--- src/rtl/bn_pkg.sv ---
// bn_pkg: shared FSM states and fixed-point types for the batch-norm scheduler.
package bn_pkg;
  localparam int IL = 4;
  localparam int FL = 16;
  localparam int W = IL + FL;
  typedef logic signed [W-1:0] fx_t;
  localparam fx_t ONE_FX = fx_t'(1) << FL;
  typedef enum logic [2:0] {IDLE, FETCH, ISSUE, WAIT, DRAIN, NEXT} state_t;
endpackage

--- src/rtl/bn_param_table.sv ---
// bn_param_table: per-channel gamma/beta register file, one write port and one combinational read port.
module bn_param_table #(
  parameter int NCH = 8,
  parameter int W = 20,
  parameter int FL = 16,
  parameter int CW = $clog2(NCH)
) (
  input  logic          clk,
  input  logic          i_rst_n,
  input  logic          i_we,
  input  logic [CW-1:0] i_waddr,
  input  logic [W-1:0]  i_wgamma,
  input  logic [W-1:0]  i_wbeta,
  input  logic [CW-1:0] i_raddr,
  output logic [W-1:0]  o_gamma,
  output logic [W-1:0]  o_beta
);
  localparam logic [W-1:0] ONE = W'(1) << FL;
  logic [W-1:0] r_gamma [NCH];
  logic [W-1:0] r_beta [NCH];
  always_ff @(posedge clk or negedge i_rst_n) begin
    if (!i_rst_n) begin
      for (int i = 0; i < NCH; i++) begin
        r_gamma[i] <= ONE;
        r_beta[i] <= '0;
      end
    end else if (i_we) begin
      r_gamma[i_waddr] <= i_wgamma;
      r_beta[i_waddr] <= i_wbeta;
    end
  end
  assign o_gamma = r_gamma[i_raddr];
  assign o_beta = r_beta[i_raddr];
endmodule

--- src/rtl/bn_scheduler.sv ---
// bn_scheduler: sequences per-channel batch-norm forward jobs and keeps per-channel statistics.
// BN_RUNNING_STATS_EN selects momentum-averaged statistics instead of plain overwrite.
module bn_scheduler
  import bn_pkg::*;
#(
  parameter int IL = 4,
  parameter int FL = 16,
  parameter int NCH = 8,
  parameter int SIZE = 16,
  parameter int MOM_SH = 3,
  localparam int W = IL + FL,
  localparam int CW = $clog2(NCH)
) (
  input  logic          clk,
  input  logic          reset,
  input  logic          cfg_we,
  input  logic [CW-1:0] cfg_addr,
  input  logic [W-1:0]  cfg_gamma,
  input  logic [W-1:0]  cfg_beta,
  input  logic          start,
  input  logic [CW:0]   num_ch,
  input  logic [4:0]    num,
  output logic          busy,
  output logic          job_done,
  input  logic          ch_valid,
  output logic          ch_pop,
  output logic [CW-1:0] cur_ch,
  output logic          fwd_input_ready,
  output logic [W-1:0]  fwd_gamma,
  output logic [W-1:0]  fwd_beta,
  output logic [4:0]    fwd_num,
  input  logic          fwd_done,
  input  logic [W-1:0]  fwd_mu,
  input  logic [W-1:0]  fwd_vari,
  output logic          fwd_output_taken,
  output logic          res_valid,
  input  logic          res_ready,
  input  logic [CW-1:0] stat_addr,
  output logic [W-1:0]  stat_mu,
  output logic [W-1:0]  stat_vari
);
  state_t r_state, w_next;
  logic [CW:0] r_num_ch, w_nch;
  logic [4:0] r_num, w_num, r_fnum;
  logic [CW-1:0] r_ch;
  logic r_zero_done, w_zero, w_last, w_cap;
  logic [W-1:0] r_gamma, r_beta, w_gamma, w_beta;
  logic [W-1:0] r_mu [NCH];
  logic [W-1:0] r_vari [NCH];

  bn_param_table #(.NCH(NCH), .W(W), .FL(FL), .CW(CW)) u_table (
    .clk(clk), .i_rst_n(reset), .i_we(cfg_we), .i_waddr(cfg_addr),
    .i_wgamma(cfg_gamma), .i_wbeta(cfg_beta), .i_raddr(r_ch),
    .o_gamma(w_gamma), .o_beta(w_beta)
  );

  assign w_nch = (num_ch > (CW+1)'(NCH)) ? (CW+1)'(NCH) : num_ch;
  assign w_num = (num > 5'(SIZE)) ? 5'(SIZE) : num;
  assign w_zero = (w_nch == '0) || (w_num == '0);
  assign w_last = {1'b0, r_ch} == r_num_ch - 1'b1;
  assign w_cap = (r_state == WAIT) && fwd_done;

  always_comb begin
    w_next = r_state;
    unique case (r_state)
      IDLE:    w_next = (start && !w_zero) ? FETCH : IDLE;
      FETCH:   w_next = ch_valid ? ISSUE : FETCH;
      ISSUE:   w_next = WAIT;
      WAIT:    w_next = fwd_done ? DRAIN : WAIT;
      DRAIN:   w_next = res_ready ? NEXT : DRAIN;
      NEXT:    w_next = w_last ? IDLE : FETCH;
      default: w_next = IDLE;
    endcase
  end

  always_ff @(posedge clk or negedge reset) begin
    if (!reset) r_state <= IDLE;
    else r_state <= w_next;
  end

  always_ff @(posedge clk or negedge reset) begin
    if (!reset) begin
      r_num_ch <= '0;
      r_num <= '0;
      r_ch <= '0;
      r_zero_done <= 1'b0;
      r_gamma <= '0;
      r_beta <= '0;
      r_fnum <= '0;
    end else begin
      r_zero_done <= (r_state == IDLE) && start && w_zero;
      if (r_state == IDLE && start) begin
        r_num_ch <= w_nch;
        r_num <= w_num;
        r_ch <= '0;
      end
      // Parameters are frozen on entry to ISSUE so later table writes cannot disturb the running channel.
      if (r_state == FETCH && ch_valid) begin
        r_gamma <= w_gamma;
        r_beta <= w_beta;
        r_fnum <= r_num;
      end
      if (r_state == NEXT && !w_last) r_ch <= r_ch + 1'b1;
    end
  end

`ifdef BN_RUNNING_STATS_EN
  logic signed [W-1:0] w_dmu, w_dvari, w_smu, w_svari;
  assign w_dmu = fwd_mu - r_mu[r_ch];
  assign w_dvari = fwd_vari - r_vari[r_ch];
  // Shift kept in its own signed net so it stays arithmetic inside the unsigned add.
  assign w_smu = w_dmu >>> MOM_SH;
  assign w_svari = w_dvari >>> MOM_SH;
`endif

  always_ff @(posedge clk or negedge reset) begin
    if (!reset) begin
      for (int i = 0; i < NCH; i++) begin
        r_mu[i] <= '0;
        r_vari[i] <= '0;
      end
    end else if (w_cap) begin
`ifdef BN_RUNNING_STATS_EN
      r_mu[r_ch] <= r_mu[r_ch] + w_smu;
      r_vari[r_ch] <= r_vari[r_ch] + w_svari;
`else
      r_mu[r_ch] <= fwd_mu;
      r_vari[r_ch] <= fwd_vari;
`endif
    end
  end

  assign busy = r_state != IDLE;
  assign job_done = r_zero_done || (r_state == NEXT && w_last);
  assign fwd_input_ready = r_state == ISSUE;
  assign ch_pop = r_state == ISSUE;
  assign res_valid = r_state == DRAIN;
  assign fwd_output_taken = r_state == NEXT;
  assign cur_ch = r_ch;
  assign fwd_gamma = r_gamma;
  assign fwd_beta = r_beta;
  assign fwd_num = r_fnum;
  assign stat_mu = r_mu[stat_addr];
  assign stat_vari = r_vari[stat_addr];
endmodule

--- config.mk ---
export PLATFORM = sky130hd
export DESIGN_NAME = bn_scheduler
export DESIGN_NICKNAME = d
export VERILOG_FILES = /design/src/rtl/bn_pkg.sv /design/src/rtl/bn_param_table.sv /design/src/rtl/bn_scheduler.sv
export SDC_FILE = /design/constraint.sdc
export NUM_CORES = 1
export LEC_CHECK = 0
export CAP_MARGIN = 20
export CORE_MARGIN = 1
export CORE_UTILIZATION = 55
export DETAILED_ROUTE_END_ITERATION = 16
export PLACE_DENSITY = 0.73
export SYNTH_ARGS = -nofsm -noshare
export SYNTH_HDL_FRONTEND = slang
export SYNTH_SLANG_ARGS = --single-unit
--- constraint.sdc ---
create_clock -name clk -period 3.5 [get_ports clk]
set_input_delay 0.7 -clock clk [delete_from_list [all_inputs] [get_ports clk]]
set_output_delay 0.7 -clock clk [all_outputs]
set_load 0.03 [all_outputs]
==> summary.md, run 1 <==
| Metric | Value |
|---|---|
| Outcome | `complete, no violations` |
| PD cells | `731 nW/um^2` |
| CP Capture Type | `primary output` |
| CP required | `2.80 ns` |
| Clk buf depth | `3` |
| Setup bufs post-CTS | `0` |
| Flop pwr share | `0.450` |
| IO buf count | `between 150 and 200` |
| Yosys warns | `0` |
| Switching portion of total power | `0.289` |
| Die width | `around 240 um` |
| Synthesized area | `approximately 30000 um^2` |
| Flop2flop setup slack | `1.22 ns` |
| Min Tclk post-route | `about 3.3 ns` |
| Clock Latency Late Sink | `approximately 0.6 ns` |
| GP Congestion | `0.775` |
| Routed length on met3 | `about 3400 um` |
| Sw Pwr | `between 7000 and 8000 uW` |
| Syn Inst Count | `just under 2000` |
| Max-cap viol count | `0` |
| Share of the synthesized area in the top cell type | `0.574` |
| DR WL/cell | `between 20 and 25 um` |
| Register area | `17600 um^2` |
| Total core area | `roughly 54000 um^2` |
| Peak VDD IR | `425 uV` |
| EDFF count, synth | `0` |
| Area occupied by multi-input gates | `between 10000 and 15000 um^2` |
| LEAKAGE | `0.0156 uW` |
| Post-cts hold buffer count | `0` |
| Clk slew on worst S/H paths | `roughly 0.060 ns` |
| Worst slew pin tran | `approximately 0.72 ns` |
| Non-Filler Instances | `slightly below 3000` |
| Final Slew Violations | `0` |
| RSZ-0062 raised after global routing | `no` |
| Synth Area per Inst | `roughly 16 um^2` |
| ANT nets after route | `0` |
| Nets | `roughly 2200` |
| Setup TNS | `0 ns` |
| CTS tree | `built` |
| Sink Count | `roughly 700` |
| DR vias | `approximately 18000` |
| Vias/cell | `about 6.2` |
| Largest net degree at the start of global routing | `93` |
| Setup violators final | `0` |
| Hold Vio Cnt, Final | `0` |
| Top layer reached by signal wires | `met5` |
| Row count | `85` |
| Most numerous cell in the Yosys netlist | `dfrtp_1` |
| Top cell type by total area after synthesis | `dfrtp_1` |
| WS Path Type | `reg -> out` |
| Most frequent cells after synthesis | `dfrtp_1 (693), mux2_2 (658), buf_2 (80), mux4_2 (80), a22o_1 (74)` |
| Initial antenna violation count | `9` |
| Post-synth top flop | `dfrtp_1` |
| Finished Core Util | `0.658` |
| Fillcell total | `roughly 3800` |
| FF+latch count, synth | `~700` |
| CTS buffer count | `72` |
| Met2 WL | `approximately 35000 um` |
| IO Count | `about 200` |
| Crit Path Max Fanout | `12` |
| WL final | `roughly 70000 um` |
| GRT Overall Usage | `0.261` |
| Comb power frac | `0.255` |
| Clk pwr share | `0.294` |
| Final HPWL DP | `between 30000 and 40000 um` |
| Slew HR | `0.516` |
| Full die area | `roughly 56000 um^2` |
| Vias in the first global route | `between 15000 and 20000` |
| Final worst path period share | `0.941` |
| P_int | `around 18000 uW` |
| Number of distinct library cells after synthesis | `between 40 and 50` |
| Hold WC Path Type | `in -> async` |
| Cell count after placement | `approximately 2700` |
| Post_cts resized | `1` |
| Wl on met1 | `around 30000 um` |
| Top cells by area, synth | `dfrtp_1 (57%), mux2_2 (25%), mux4_2 (6.0%)` |
| Chip height | `approximately 240 um` |
| Synthesized net count | `about 2000` |
| GRT Residual Overflow | `0` |
| Layout area overhead | `17.6%` |
| Detailed-route DRC error count | `0` |
| Starting DRT DRC Count | `1000` |
| Htree depth | `3` |
| Synth async-reset ratio | `1.00` |
| Global-route wire length before repair | `between 100000 and 150000 um` |
| Layout cell share with drive strength beyond 1 | `0.434` |
| Pre-Repair DR Iteration Count | `7` |
| CP startpoint kind | `flip-flop` |
| Seq/Total Area, Yosys | `0.581` |
| Post-Route Skew | `0.0155 ns` |
| Root Buffer | `clkbuf_16` |
| Critical Path AT | `between 2 and 3 ns` |
| FMAX | `304 MHz` |
| Initial Utilization | `0.559` |
[cells in the final DEF (no fill, tap or decap), types with 27 or more instances in the layout]
master and count:
clkdlybuf4s50_1 182, mux2_2 658, a31oi_1 34, nor2_1 43, dfrtp_1 692, a221oi_1 73
clkbuf_16 77, mux2_1 27, mux4_2 80, buf_4 39, a22o_1 74
[layer usage]
layer | vias to the layer above | GRT usage
met3 | 125 | 0.0508
met5 | - | 0
met1 | 9581 | 0.351
li1 | 7700 | -
met4 | 12 | 0.0720
met2 | 417 | 0.435
[cells by family (layout without fill, tap and decap cells)]
group / after synthesis / after routing / share of synthesized area
other cells: 0 / 3 / 0
flops: 701 / 701 / 0.581
simple gates: 110 / 110 / 0.0200
xor+xnor: 4 / 4 / 0.00162
compound gates: 216 / 216 / 0.0581
mux: 767 / 767 / 0.316
fa+ha+maj: 2 / 2 / 0.000828
buf+inv: 144 / 382 / 0.0228
[flip-flops by register name (all words and copies together) (netlist names)]
name	count
r_state	3
u_table.r_beta	160
r_zero_done	1
r_mu	160
u_table.r_gamma	160
r_vari	160
fwd_num	5
fwd_gamma	20
cur_ch	3
r_num_ch	4
r_num	5
fwd_beta	20
[final cells by class]
cell class / instances / area share
Antenna cell: 3 / 0.000211
Inverter: 5 / 0.000528
Timing Repair Buffer: 248 / 0.0742
Tap cell: 696 / 0.0245
Multi-Input combinational cell: 1099 / 0.340
Clock buffer: 112 / 0.0619
Clock inverter: 17 / 0.00504
Sequential cell: 701 / 0.494
[power groups by stage]
stage	combinational [uW]	sequential [uW]	clock, uW
final	6630	11700	7640
after global routing	7110	12000	8150
after CTS	6710	11700	7800
after detailed placement	6660	11800	0
after global placement	6460	11700	0
after floorplan	4110	11800	0
[worst paths after layout]
check / from / to / depth (start not counted)
worst max-delay path: cur_ch[0] / job_done / 5
worst min-delay path: reset / r_vari[53] / 1
worst max register to register: cur_ch[0] / r_mu[0] / 4
worst min register to register: r_num[3] / r_num[3] / 2
max in group asynchronous: reset / u_table.r_gamma[76] / 2
min in group clk: r_num[3] / r_num[3] / 2
[critical path, cell delays in order, from the launching register on]
cell and delay, ns:
dfrtp_1 0.72, xor2_1 0.20, nand3_1 0.15, nor2_1 0.13
a21o_1 0.13, clkdlybuf4s50_1 0.66
[per-stage QoR]
| step | power (uW) | hold slack [ns] | setup WS, ns | area, um^2 |
|---|---|---|---|---|
| after floorplan | 15900 | 0.404 | 0.740 | 30200 |
| after global placement | 18100 | 0.456 | 0.264 | 33100 |
| after detailed placement | 18400 | 0.463 | 0.249 | 33100 |
| after CTS | 26200 | 0.120 | 0.145 | 35500 |
| after global routing | 27200 | 0.140 | 0.0741 | 35500 |
| final | 26000 | 0.0994 | 0.207 | 35500 |
(Power assumes the default switching activity.)
==> run 2, diff against run 1 <==
--- a/config.mk
+++ b/config.mk
@@ -10,6 +10,7 @@
 export CORE_UTILIZATION = 55
 export DETAILED_ROUTE_END_ITERATION = 16
 export PLACE_DENSITY = 0.73
+export SLEW_MARGIN = 5
 export SYNTH_ARGS = -nofsm -noshare
 export SYNTH_HDL_FRONTEND = slang
 export SYNTH_SLANG_ARGS = --single-unit
==> results of run 2 <==
Same layout as run 1: the final DEF is identical, and so are final timing and power.
